**src/rtl/transaction_ctrl.sv**
```systemverilog
// transaction_ctrl: main sequencer for the transaction-layer datapath.
// It moves the layer through RESET, INIT, IDLE, ACTIVE and a sticky ERROR state.
//
// Ports:
//   clk, reset_L (sync, active-low)
//   init            request to enter or stay in configuration
//   umbral_A*_in    requested almost-full / almost-empty thresholds
//   empty_fifos     empty flags [3:0] input FIFOs, [7:4] output FIFOs
//   error_fifos     overflow/underflow flags, same bit order
//   umbral_A*_out   active thresholds broadcast to all eight FIFOs
//   state           one-hot {ERROR, ACTIVE, IDLE, INIT, RESET}
//   idle_out, active_out, error_out, arb_enable: status decoded from state
//   error_id        lowest-numbered failing FIFO at entry to ERROR
module transaction_ctrl #(
    parameter int PTR_W      = 3,
    parameter int AF_DEFAULT = 6,
    parameter int AE_DEFAULT = 1
) (
    input  logic             clk,
    input  logic             reset_L,
    input  logic             init,
    input  logic [PTR_W-1:0] umbral_AF_in,
    input  logic [PTR_W-1:0] umbral_AE_in,
    input  logic [7:0]       empty_fifos,
    input  logic [7:0]       error_fifos,
    output logic [PTR_W-1:0] umbral_AF_out,
    output logic [PTR_W-1:0] umbral_AE_out,
    output logic [4:0]       state,
    output logic             idle_out,
    output logic             active_out,
    output logic             error_out,
    output logic             arb_enable,
    output logic [2:0]       error_id
);

    localparam logic [4:0] S_RESET  = 5'b00001;
    localparam logic [4:0] S_INIT   = 5'b00010;
    localparam logic [4:0] S_IDLE   = 5'b00100;
    localparam logic [4:0] S_ACTIVE = 5'b01000;
    localparam logic [4:0] S_ERROR  = 5'b10000;

    logic [4:0] next_state;
    logic [2:0] err_idx;
    logic       any_err;
    logic       all_empty;
    logic       cfg_ok;

    assign any_err   = |error_fifos;
    assign all_empty = &empty_fifos;
    assign cfg_ok    = umbral_AE_in < umbral_AF_in;

    // Scan from the top so the lowest set bit wins.
    always_comb begin
        err_idx = '0;
        for (int i = 7; i >= 0; i--) begin
            if (error_fifos[i]) err_idx = 3'(i);
        end
    end

    always_comb begin
        next_state = state;
        unique case (1'b1)
            state[0]: next_state = S_INIT;
            state[1]: begin
                if (any_err)    next_state = S_ERROR;
                else if (!init) next_state = S_IDLE;
            end
            state[2]: begin
                if (any_err)         next_state = S_ERROR;
                else if (init)       next_state = S_INIT;
                else if (!all_empty) next_state = S_ACTIVE;
            end
            state[3]: begin
                if (any_err)        next_state = S_ERROR;
                else if (init)      next_state = S_INIT;
                else if (all_empty) next_state = S_IDLE;
            end
            state[4]: next_state = S_ERROR;
            default:  next_state = S_RESET;
        endcase
    end

    always_ff @(posedge clk) begin
        if (!reset_L) begin
            state         <= S_RESET;
            umbral_AF_out <= PTR_W'(AF_DEFAULT);
            umbral_AE_out <= PTR_W'(AE_DEFAULT);
            error_id      <= '0;
        end else begin
            state <= next_state;
            // Invalid pairs (AE >= AF) are dropped; old values hold.
            if (state[1] && cfg_ok) begin
                umbral_AF_out <= umbral_AF_in;
                umbral_AE_out <= umbral_AE_in;
            end
            if (!state[4] && next_state[4]) error_id <= err_idx;
        end
    end

    assign idle_out   = state[2];
    assign active_out = state[3];
    assign error_out  = state[4];
    assign arb_enable = state[3];

endmodule

```
**config.mk**
```make
export PLATFORM = sky130hd
export DESIGN_NAME = transaction_ctrl
export DESIGN_NICKNAME = d
export VERILOG_FILES = /design/src/rtl/transaction_ctrl.sv
export SDC_FILE = /design/constraint.sdc
export NUM_CORES = 1
export LEC_CHECK = 0
export ABC_CLOCK_PERIOD_IN_PS = 1600
export CORE_MARGIN = 4
export CORE_UTILIZATION = 37
export CTS_CLUSTER_DIAMETER = 60
export CTS_CLUSTER_SIZE = 14
export DETAILED_ROUTE_END_ITERATION = 10
export PLACE_DENSITY = 0.78
export SLEW_MARGIN = 5
export SYNTH_ARGS = -nofsm -noshare
export SYNTH_HDL_FRONTEND = slang
export SYNTH_SLANG_ARGS = --single-unit
```
**constraint.sdc**
```tcl
create_clock -name clk -period 1.6 [get_ports clk]
set_clock_uncertainty 0.2 [all_clocks]
set_input_delay 0.24 -clock clk [delete_from_list [all_inputs] [get_ports clk]]
set_output_delay 0.24 -clock clk [all_outputs]
set_load 0.01 [all_outputs]
```
* Yosys cells after proc, flatten, opt, wreduce, memory -nomap -nowiden
Index checks and enable logic that the tools add are counted.
Operators by class: multiply operators 0, bitwise operators 0, reduce and logical (&&, ||, !) cells 6, add/sub/neg operators 0, order comparisons 1, equal/unequal tests 0, divide/modulo/power cells 0, mux-type cells 14, shift-type cells 0
Operators with widths (number):
- $mux W3 | 9
- $pmux W5 S4 | 1
- $mux W5 | 3
- $reduce_and A8 Y1 | 1
- $reduce_or A8 Y1 | 1
- $mux W4 | 1
- $lt A3 B3 Y1 | 1
- $logic_and A1 B1 Y1 | 2
- $reduce_or A2 Y1 | 1
- $logic_not A1 Y1 | 1
Word-level totals: output and inout bits 18, ROM bits 0, memories kept 0, input bits 25, logic and storage cells 25, register bits after elaboration 14, bits in writable memories 0, latch bits 0

* Logic depth before layout (Yosys ltp)
word-level depth 8, mapped depth 5

* Worst setup path after synthesis
Ideal clock, no wire load.
path type input -> register, start point input port umbral_AF_in[1], end point register umbral_AE_out[0], arrival time 1.155 ns, path slack 0.174 ns, path buffers 0, stages on the path 5, required time 1.328 ns, library setup time 0.072 ns, cell sequence inv_1 > ha_1 > a21o_1 > a21oi_4 > mux2i_1
On the way: word-level cells in the longest chain between the ends 2
Ends and longest elaborated chain:
- from (decl) | line 22 | input logic [PTR_W-1:0] umbral_AF_in,
- $lt A3 B3 Y1 | line 50 | assign cfg_ok = umbral_AE_in < umbral_AF_in;
- $logic_and A1 B1 Y1 | line 92 | if (state[1] && cfg_ok) begin
- to (signal assigned) | line 87 | umbral_AE_out <= PTR_W'(AE_DEFAULT);
- to (signal assigned) | line 94 | umbral_AE_out <= umbral_AE_in;
- to (decl) | line 27 | output logic [PTR_W-1:0] umbral_AE_out,
Every way passes these cells. A chain may end at the register's enable or synchronous reset.

* Worst setup path after layout
start point input port umbral_AF_in[2], end point register umbral_AE_out[2]
The elaborated chain is that of the path after synthesis.

==> impl_metrics.yaml <==
detailed_routing:
  drc: 0
  vias_per_cell: 4.68
  drtIter0Drc: 8
  ant_nets: 0
  vias: 753
  wl_per_cell_um: 12.6
  drt_pre_antenna_iters: 4
  drt_wl_total_mm: 2.03
logic_synthesis:
  synth_cell_types: 31
  ys_seq_elements: 14
  synth_top_area_cell: "dfxtp_1"
  syn-cell-area_sq_um: 768
  synth_cells: 82
  synth_compound_area_share_pct: 14.3
  syn-num-nets: 109
  synth_xor_area_share_pct: 0
  synth_top_area_share_pct: 36.5
  synth_flop_cell: "dfxtp_1"
  yosys.area_share.simple_pct: 31.6
  synth_fa_ha_area_share_pct: 3.26
  synth_top_family_by_area: "simple AND/OR/NAND/NOR gates"
  synth-seq-area-share_pct: 36.5
  synthTopCellsByArea: "dfxtp_1 (36%), mux2i_1 (7.8%), nor2_1 (6.8%)"
  muxShareOfSynthArea_pct: 7.82
  async_flop_share_pct: 0
  synth-edff-count: 0
  yosys_warnings: 0
  syn_area_per_cell_sq_um: 9.37
die:
  rows: 16
  die_y_um: 53.6
  core_area_sq_mm: 0.00196
  die_width_um: 53.6
  ios: 43
  die_area_sq_mm: 0.00287
  start_util_pct: 39.2
grt:
  grt_pass1_wl_mm: 3.08
  gr-usage-all-layers_pct: 15.1
  grt_max_degree: 10
  antenna_found_initial: 0
  grt_overflow: 0
  grt_pass1_vias: 704
timing:
  fin_crit_sh_pct: 96.2
  hold_viol: 0
  min_period_ps: 1540
  fmax_mhz: 649
  relSlewSlack_pct: 79.8
  worst_pin_slew_ps: 298
  slew_violations: 0
  finalSetupViolations: 0
  rsz0062_at_grt: "no"
worst_hold_path:
  min_path_type: "input port to flop"
  hold_path_startpoint: "umbral_AE_in[1]"
  whs_endpoint: "umbral_AE_out[1]$_SDFFE_PN0P_"
  hold_depth: 3
worst_setup_path:
  worstPathRequired_ps: 1600
  r2r_cells: 4
  cp-startpoint: "umbral_AF_in[2]"
  critPathKind: "input port to flop"
  arrival_ps: 1530
  cp_max_fo: 6
  startpoint_type: "input port"
  r2r-end: "error_id[0]$_SDFFE_PN0P_"
  cp-end-kind: "flop"
  r2r_slack_ps: 190
  worstReg2RegStart: "state[1]$_SDFF_PN0_"
finish:
  multiInputGateArea_sq_um: 458
  diodes: 0
  drive_gt1_share_pct: 20.9
  final_common_cell: "clkdlybuf4s50_1"
  final_cell_mix: "clkdlybuf4s50_1 (22), dlygate4sd2_1 (16), nor2_1 (14)"
  areaGrowthSynthToFinish_pct: 70.8
  fill_cells: 172
  utilization_pct: 66.9
  final_nets: 163
  regArea_sq_um: 283
power:
  leakage_uw: 0.000597
  peakVddDrop_mv: 0.325
  p_total_uw: 795
  power.density_mw_per_mm2: 606
placement:
  numPortBuffers: 42
  dp_hpwl_mm: 1.73
  gp_congestion: 0.682
clock_tree:
  worstSkewPairLatency_ps: 270
  hold_buffers: 0
  cts_setup_buffers: 0
  h-tree-depth: 1
  cts_buffers: 3
  clk_path_buf_depth: 2
  cts_tree: "built"
  clkTransAtPathRegs_ps: 70
  cts-root-buf: "clkbuf_4"
  cts.sink_count: 14
outcome:
  status: "finished clean"
job:
  drv_cap: 0
cell usage after synthesis (2+ instances only):
cell type / number
dfxtp_1: 14
nor3_1: 5
nand2b_1: 3
nand2_1: 6
nor4_4: 2
buf_4: 4
nor2_1: 14
nand4_1: 2
inv_1: 3
ha_1: 2
o211ai_1: 2
mux2i_1: 6
final cells by class:
class                      count  share of cell area, %
timing repair buffer          54                   38.1
sequential                    14                   21.5
multi-input combinational     59                   34.9
inverter                       4                   1.14
tap                           27                   2.57
clock buffer                   3                   1.72
cells by family (layout without fill, tap and decap cells):
logic type,after synthesis,count (layout)
DFF,14,14
AOI/OAI and AO/OA,13,13
and+or+nand+nor,38,38
adders and majority gates,2,2
muxes,6,6
buffers and inverters,9,61
critical path, stage by stage:
cell and delay [ps]:
clkdlybuf4s50_1 470, inv_1 70, ha_4 150, nand2b_4 140, a21oi_4 240, mux2i_1 220
where the power goes:
part           internal (uW)  total [uW]  leakage, uW  switching, uW
combinational            134         227     0.000467           92.2
sequential               369         383     0.000116           14.4
clock                   86.9         186    0.0000138           98.8
total                    590         795     0.000597            205
how the worst max path moves through the flow:
stage	end
final	umbral_AE_out[2]$_SDFFE_PN0P_
after detailed placement	umbral_AF_out[2]$_SDFFE_PN1P_
after global routing	state[4]$_SDFF_PN0_
after global placement	umbral_AE_out[2]$_SDFFE_PN0P_
after floorplan	umbral_AE_out[0]$_SDFFE_PN1P_
after CTS	umbral_AF_out[2]
per-layer routing:
layer / global-route usage (%) / vias to the layer above / routed length (um)
li1: - / 398 / -
met2: 25.9 / 19 / 1070
met4: 7.66 / 0 / 18
met1: 17.1 / 334 / 821
met5: 0 / - / 0
met3: 4.16 / 2 / 110
sequential cells by signal, summed over array words and instances (netlist names):
register,flops
error_id,3
state,5
umbral_AF_out,3
umbral_AE_out,3
repair_timing:
item | in CTS | in global routing
resized for setup | 20 | 4
pin swaps | 2 | 0
endpoints found under the setup margin | 20 | 4
through the flow:
step | hold WS [ps] | setup slack, ps | instance area, sq um | setup TNS, ps | cells
after CTS | 183 | 2.97 | 1300 | 0 | 161
after floorplan | 182 | 174 | 768 | 0 | 82
after detailed placement | 254 | -441 | 1280 | -3710 | 158
after global placement | 243 | -352 | 1280 | -3080 | 158
after global routing | 179 | 10.6 | 1310 | 0 | 161
final | 191 | 60.3 | 1310 | 0 | 161
Power figures use the tool's default switching activity.
